===== config.mk =====
export PLATFORM = sky130hd
export DESIGN_NAME = demux_1to8_16bits_reg
export DESIGN_NICKNAME = d
export VERILOG_FILES = /design/src/rtl/demux_1to8_16bits_reg_pkg.sv /design/src/rtl/demux_1to8_16bits_reg_lane.sv /design/src/rtl/demux_1to8_16bits_reg.sv
export SDC_FILE = /design/constraint.sdc
export NUM_CORES = 1
export LEC_CHECK = 0
export CAP_MARGIN = 20
export CORE_MARGIN = 4
export CORE_UTILIZATION = 47
export DETAILED_ROUTE_END_ITERATION = 16
export GPL_TIMING_DRIVEN = 0
export HOLD_SLACK_MARGIN = 0.03
export PLACE_DENSITY = 0.79
export SYNTH_ARGS = -nofsm -noshare
export SYNTH_HDL_FRONTEND = slang
export SYNTH_HIERARCHICAL = 1
export SYNTH_SLANG_ARGS = --single-unit

===== constraint.sdc =====
create_clock -name clk -period 3.3 [get_ports clk]
set_input_delay 0.66 -clock clk [delete_from_list [all_inputs] [get_ports clk]]
set_output_delay 0.66 -clock clk [all_outputs]
set_load 0.005 [all_outputs]

===== src/rtl/demux_1to8_16bits_reg_pkg.sv =====
// Shared constants, lane record type and select decoder for the 1-to-8 word distributor.
// Latency: none (declarations only).
// Backpressure: none (declarations only).
package demux_1to8_16bits_reg_pkg;

    localparam int DATA_W = 16;
    localparam int SEL_W  = 3;
    localparam int LANES  = 8;
    localparam int CNT_W  = 16;

    // One lane's holding state: the word and its unconsumed flag.
    typedef struct packed {
        logic              vld;
        logic [DATA_W-1:0] dat;
    } lane_t;

    // 3-to-8 one-hot decode of the destination select.
    function automatic logic [LANES-1:0] sel_onehot(input logic [SEL_W-1:0] sel);
        return LANES'(1) << sel;
    endfunction

endpackage


===== src/rtl/demux_1to8_16bits_reg_lane.sv =====
// One output lane: a 16-bit holding register plus its full flag.
// Latency: write visible one cycle after we; ack clears the flag one cycle later.
// Backpressure: none here; the top uses vld/ack to gate writes into this lane.
module demux_lane_16bits
    import demux_1to8_16bits_reg_pkg::*;
(
    input  logic              clk,
    input  logic              rst_n,
    input  logic              we,
    input  logic              ack,
    input  logic [DATA_W-1:0] in_data,
    output logic [DATA_W-1:0] dat,
    output logic              vld
);

    lane_t lane_q;

    // A write wins over a same-cycle ack so a drained lane refills without a bubble;
    // the data word is only ever cleared by reset.
    always_ff @(posedge clk) begin
        if (!rst_n) begin
            lane_q <= '0;
        end else if (we) begin
            lane_q.dat <= in_data;
            lane_q.vld <= 1'b1;
        end else if (ack) begin
            lane_q.vld <= 1'b0;
        end
    end

    assign dat = lane_q.dat;
    assign vld = lane_q.vld;

endmodule


===== src/rtl/demux_1to8_16bits_reg.sv =====
// Registered 1-to-8 distributor: steers each accepted word into the lane picked by b.
// Latency: one cycle from transfer to out<b>/out_vld[b]; wr_cnt updates on the same edge.
// Backpressure: in_rdy drops only when the addressed lane is full and not being acked this cycle.
module demux_1to8_16bits_reg
    import demux_1to8_16bits_reg_pkg::*;
(
    input  logic              clk,
    input  logic              rst_n,
    input  logic [DATA_W-1:0] in_data,
    input  logic [SEL_W-1:0]  b,
    input  logic              in_vld,
    output logic              in_rdy,
    output logic [DATA_W-1:0] out0,
    output logic [DATA_W-1:0] out1,
    output logic [DATA_W-1:0] out2,
    output logic [DATA_W-1:0] out3,
    output logic [DATA_W-1:0] out4,
    output logic [DATA_W-1:0] out5,
    output logic [DATA_W-1:0] out6,
    output logic [DATA_W-1:0] out7,
    output logic [LANES-1:0]  out_vld,
    input  logic [LANES-1:0]  out_ack,
    output logic [CNT_W-1:0]  wr_cnt
);

    logic [LANES-1:0]  lane_vld;
    logic [DATA_W-1:0] lane_dat [LANES];
    logic [LANES-1:0]  lane_we;
    logic              xfer;

    // Readiness looks only at the addressed lane; an ack on that lane frees it this cycle.
    always_comb begin
        in_rdy  = rst_n & (~lane_vld[b] | out_ack[b]);
        xfer    = in_vld & in_rdy;
        lane_we = sel_onehot(b) & {LANES{xfer}};
    end

    generate
        for (genvar k = 0; k < LANES; k++) begin : lanes
            demux_lane_16bits u_lane (
                .clk     (clk),
                .rst_n   (rst_n),
                .we      (lane_we[k]),
                .ack     (out_ack[k]),
                .in_data (in_data),
                .dat     (lane_dat[k]),
                .vld     (lane_vld[k])
            );
        end
    endgenerate

    // Count of accepted words; wraps naturally at the counter width.
    always_ff @(posedge clk) begin
        if (!rst_n) begin
            wr_cnt <= '0;
        end else if (xfer) begin
            wr_cnt <= wr_cnt + CNT_W'(1);
        end
    end

    assign out_vld = lane_vld;
    assign out0    = lane_dat[0];
    assign out1    = lane_dat[1];
    assign out2    = lane_dat[2];
    assign out3    = lane_dat[3];
    assign out4    = lane_dat[4];
    assign out5    = lane_dat[5];
    assign out6    = lane_dat[6];
    assign out7    = lane_dat[7];

endmodule


==> flow_summary.yaml <==
run_status:
  status: "complete, no violations"
power_and_ir_drop:
  power_leakage_nw: 2.876
  p_sw_mw: 0.8631
  ir_drop_v: 0.0004038
  power_frac_seq_pct: 47.6
  power.internal_mw: 3.072
  netSwitchingFraction_pct: 21.93
  p_per_area_mw_per_mm2: 442.0
  p_comb_share_pct: 6.9
  clock_power_share_pct: 45.5
synth:
  synth_seq_cells: 152
  syn-num-nets: 590
  syn_area_per_cell_um2: 11.19
  syn_inst: 559
  synth_area_leaders: "dfxtp_1 49%, mux2i_1 22%, nor2b_1 14%"
  synth_warnings: 6
  ys_types: 35
  ys_seq_area_share_pct: 48.63
  synth_top_cell_by_area: "dfxtp_1"
  synth_top_area_share_pct: 48.63
  synth_area_mm2: 0.006257
die:
  die_x_um: 123.4
  initial_utilization_pct: 48.79
  core_mm2: 0.01282
  die_y_um: 123.4
  num_rows: 41
  ioPinCount: 183
  die_area_mm2: 0.01522
global_route:
  track_usage_pct: 22.84
  grt_pass1_wl_mm: 26.52
  grt_pass1_vias: 4843
  grt_max_degree: 67
  grt_antenna_before_repair: 0
  overflow: 0
clock_tree:
  htree_levels: 4
  cts_tree: "built"
  cts_buffers: 17
  root_buffer: "clkbuf_16"
  postCtsHoldBufs: 0
  clock-sinks: 152
  clkTransAtPathRegs_ns: 0.06
  insertion_delay_ns: 0.42
  cts_buffer_depth: 2
placement:
  placed_area_mm2: 0.008289
  hpwl_mm: 11.98
  place.port_buffers: 182
  routabilityCongestion: 0.7978
route:
  wl_met3_mm: 1.330
  final_antenna_net_count: 0
  wl_met2_mm: 8.086
  routed_wl_mm: 17.05
  wl_met1_mm: 7.367
  wl_per_cell_um: 18.00
  via_per_inst: 5.013
  route.top_layer_used: "met4"
  drt_iter0_markers: 230
  vias: 4747
  drc: 0
  first_pass_iters: 5
sta:
  finalSetupViolations: 0
  maxSlewHeadroom_pct: 58.15
  fin_crit_ns: 3.146
  min_period_over_period_pct: 95.32
  fin_worst_skew_ns: 0.007421
  hold_viol: 0
  setup_tns_ns: 0
  rsz0062_at_grt: "false"
  fmax_ghz: 0.3179
  worstMarginPinSlew_ns: 0.6229
  maxSlewViolCount: 0
  whs_ns: 0.4943
layout:
  final_nets: 794
  syn2layout_area_growth_pct: 42.27
  nFillCells: 995
  layout-drive-gt1-share_pct: 8.516
  final_core_util_pct: 69.41
  antenna_cells: 0
  design_area_mm2: 0.008902
worst_setup_path:
  crit_fanout: 2
  crit_required_ns: 2.64
  path_class: "input port to primary output"
  setup.worst_path.end_class: "primary output"
  worstPathArrival_ns: 2.49
  start_kind: "input port"
flow_run:
  maxCapViolCount: 0
worst_hold_path:
  hp-class: "flop to flop"
## metrics by stage
stage | instances | power, mW | worst slack [ns]
finish | 947 | 3.935 | 0.1544
global route | 947 | 4.084 | 0.07771
CTS | 945 | 3.971 | 0.01839
detailed placement | 913 | 2.179 | -0.3164
global placement | 913 | 2.175 | -0.9573
floorplan | 559 | 2.029 | 0.7907
## layer usage
metal  GRT usage (%)  vias to the layer above
li1                -                     2314
met1           28.84                     2282
met2           35.68                      133
met3           9.103                       18
met4           7.543                        0
met5               0                        -
## final cells by class
cell class	count	area, µm²	area share (%)
clock inverter	8	73.82	0.8292
multi-input combinational	374	2913	32.72
buffer	31	335.3	3.767
clock buffer	23	467.9	5.257
sequential	152	3043	34.18
timing repair buffer	185	1847	20.74
inverter	2	7.507	0.08433
tap	172	215.2	2.417
## cell usage after synthesis (all sizes together)
cell and count:
dfxtp 152, nand2b 8, nor4b 1, nand4b 1
nor2 8, nor2b 136, and4b 1, nor4 1
a21boi 1, nand2 17, nor3 7, mux2i 138
nand4 5, clkbuf 9, o21ai 6, o21a 10
ha 1, and3 2, and4 1, nor4bb 2
nand3 7, a211oi 2, or4bb 2, a2bb2oi 1
or3 4, buf 22, a21oi 10, or4b 1
and3b 1, inv 2
## flip-flops by register name (all words and copies together), names as in the netlist
signal / count
wr_cnt: 16
lanes.u_lane/dat: 128
lanes.u_lane/vld: 8
## cells by family (layout without fill, tap and decap cells)
kind of cell | after synthesis | after routing | synth area share (%)
AO/OA/AOI/OAI | 30 | 30 | 3.479
AND/OR/NAND/NOR | 205 | 205 | 20.28
adder cells (fa/ha/maj) | 1 | 1 | 0.1999
buffers and inverters | 33 | 249 | 5.339
multiplexers | 138 | 138 | 22.08
flip-flops | 152 | 152 | 48.63
## placed cells by master, fill, tap and decap left out, types with 2 or more instances in the layout
cell             instances
nand2_1                 17
nand3_1                  7
nor3_1                   7
clkbuf_8                 2
buf_12                   8
a211oi_2                 2
nor2b_1                136
o21ai_0                  6
inv_1                    2
nand4_1                  4
buf_6                   11
o21a_1                  10
a21oi_1                  6
clkbuf_1                13
nor2_1                   8
a21oi_2                  4
or4bb_1                  2
buf_4                    4
clkbuf_16               17
dlymetal6s2s_1           2
clkdlybuf4s50_1        179
or3_1                    4
clkinvlp_4               2
mux2i_1                138
nand2b_1                 8
and3_1                   2
clkinv_2                 4
buf_2                    2
dfxtp_1                152
## critical path: stages
cell and delay (ns):
clkdlybuf4s50_1 0.45, or4bb_1 0.50, nand4_1 0.20, a2bb2oi_4 0.18
nor2_1 0.05, clkdlybuf4s50_1 0.45
## path summary, 6_finish.rpt
path | start | end | slack, ns | cells past startpoint
worst max-delay path | out_ack[5] | in_rdy | 0.15 | 6
worst min-delay path | wr_cnt[11] | wr_cnt[11] | 0.49 | 2
worst max register to register | lanes[6].u_lane/vld | lanes[4].u_lane/dat[11] | 0.81 | 11
worst min register to register | wr_cnt[11] | wr_cnt[11] | 0.49 | 2
## power by group through the flow
stage	clock network [mW]	logic, mW	registers [mW]
final	1.79	0.273	1.87
after global routing	1.92	0.293	1.87
after CTS	1.83	0.272	1.87
after detailed placement	0	0.266	1.91
after global placement	0	0.263	1.91
after floorplan	0	0.117	1.91
## what timing repair did
action                                  4_1_cts  5_1_grt
endpoints found under the setup margin        1        1
pin swaps                                     2        2
buffers inserted                              1        2
resized for setup                             4        7
Note: power is estimated with default switching activity, not from simulation.
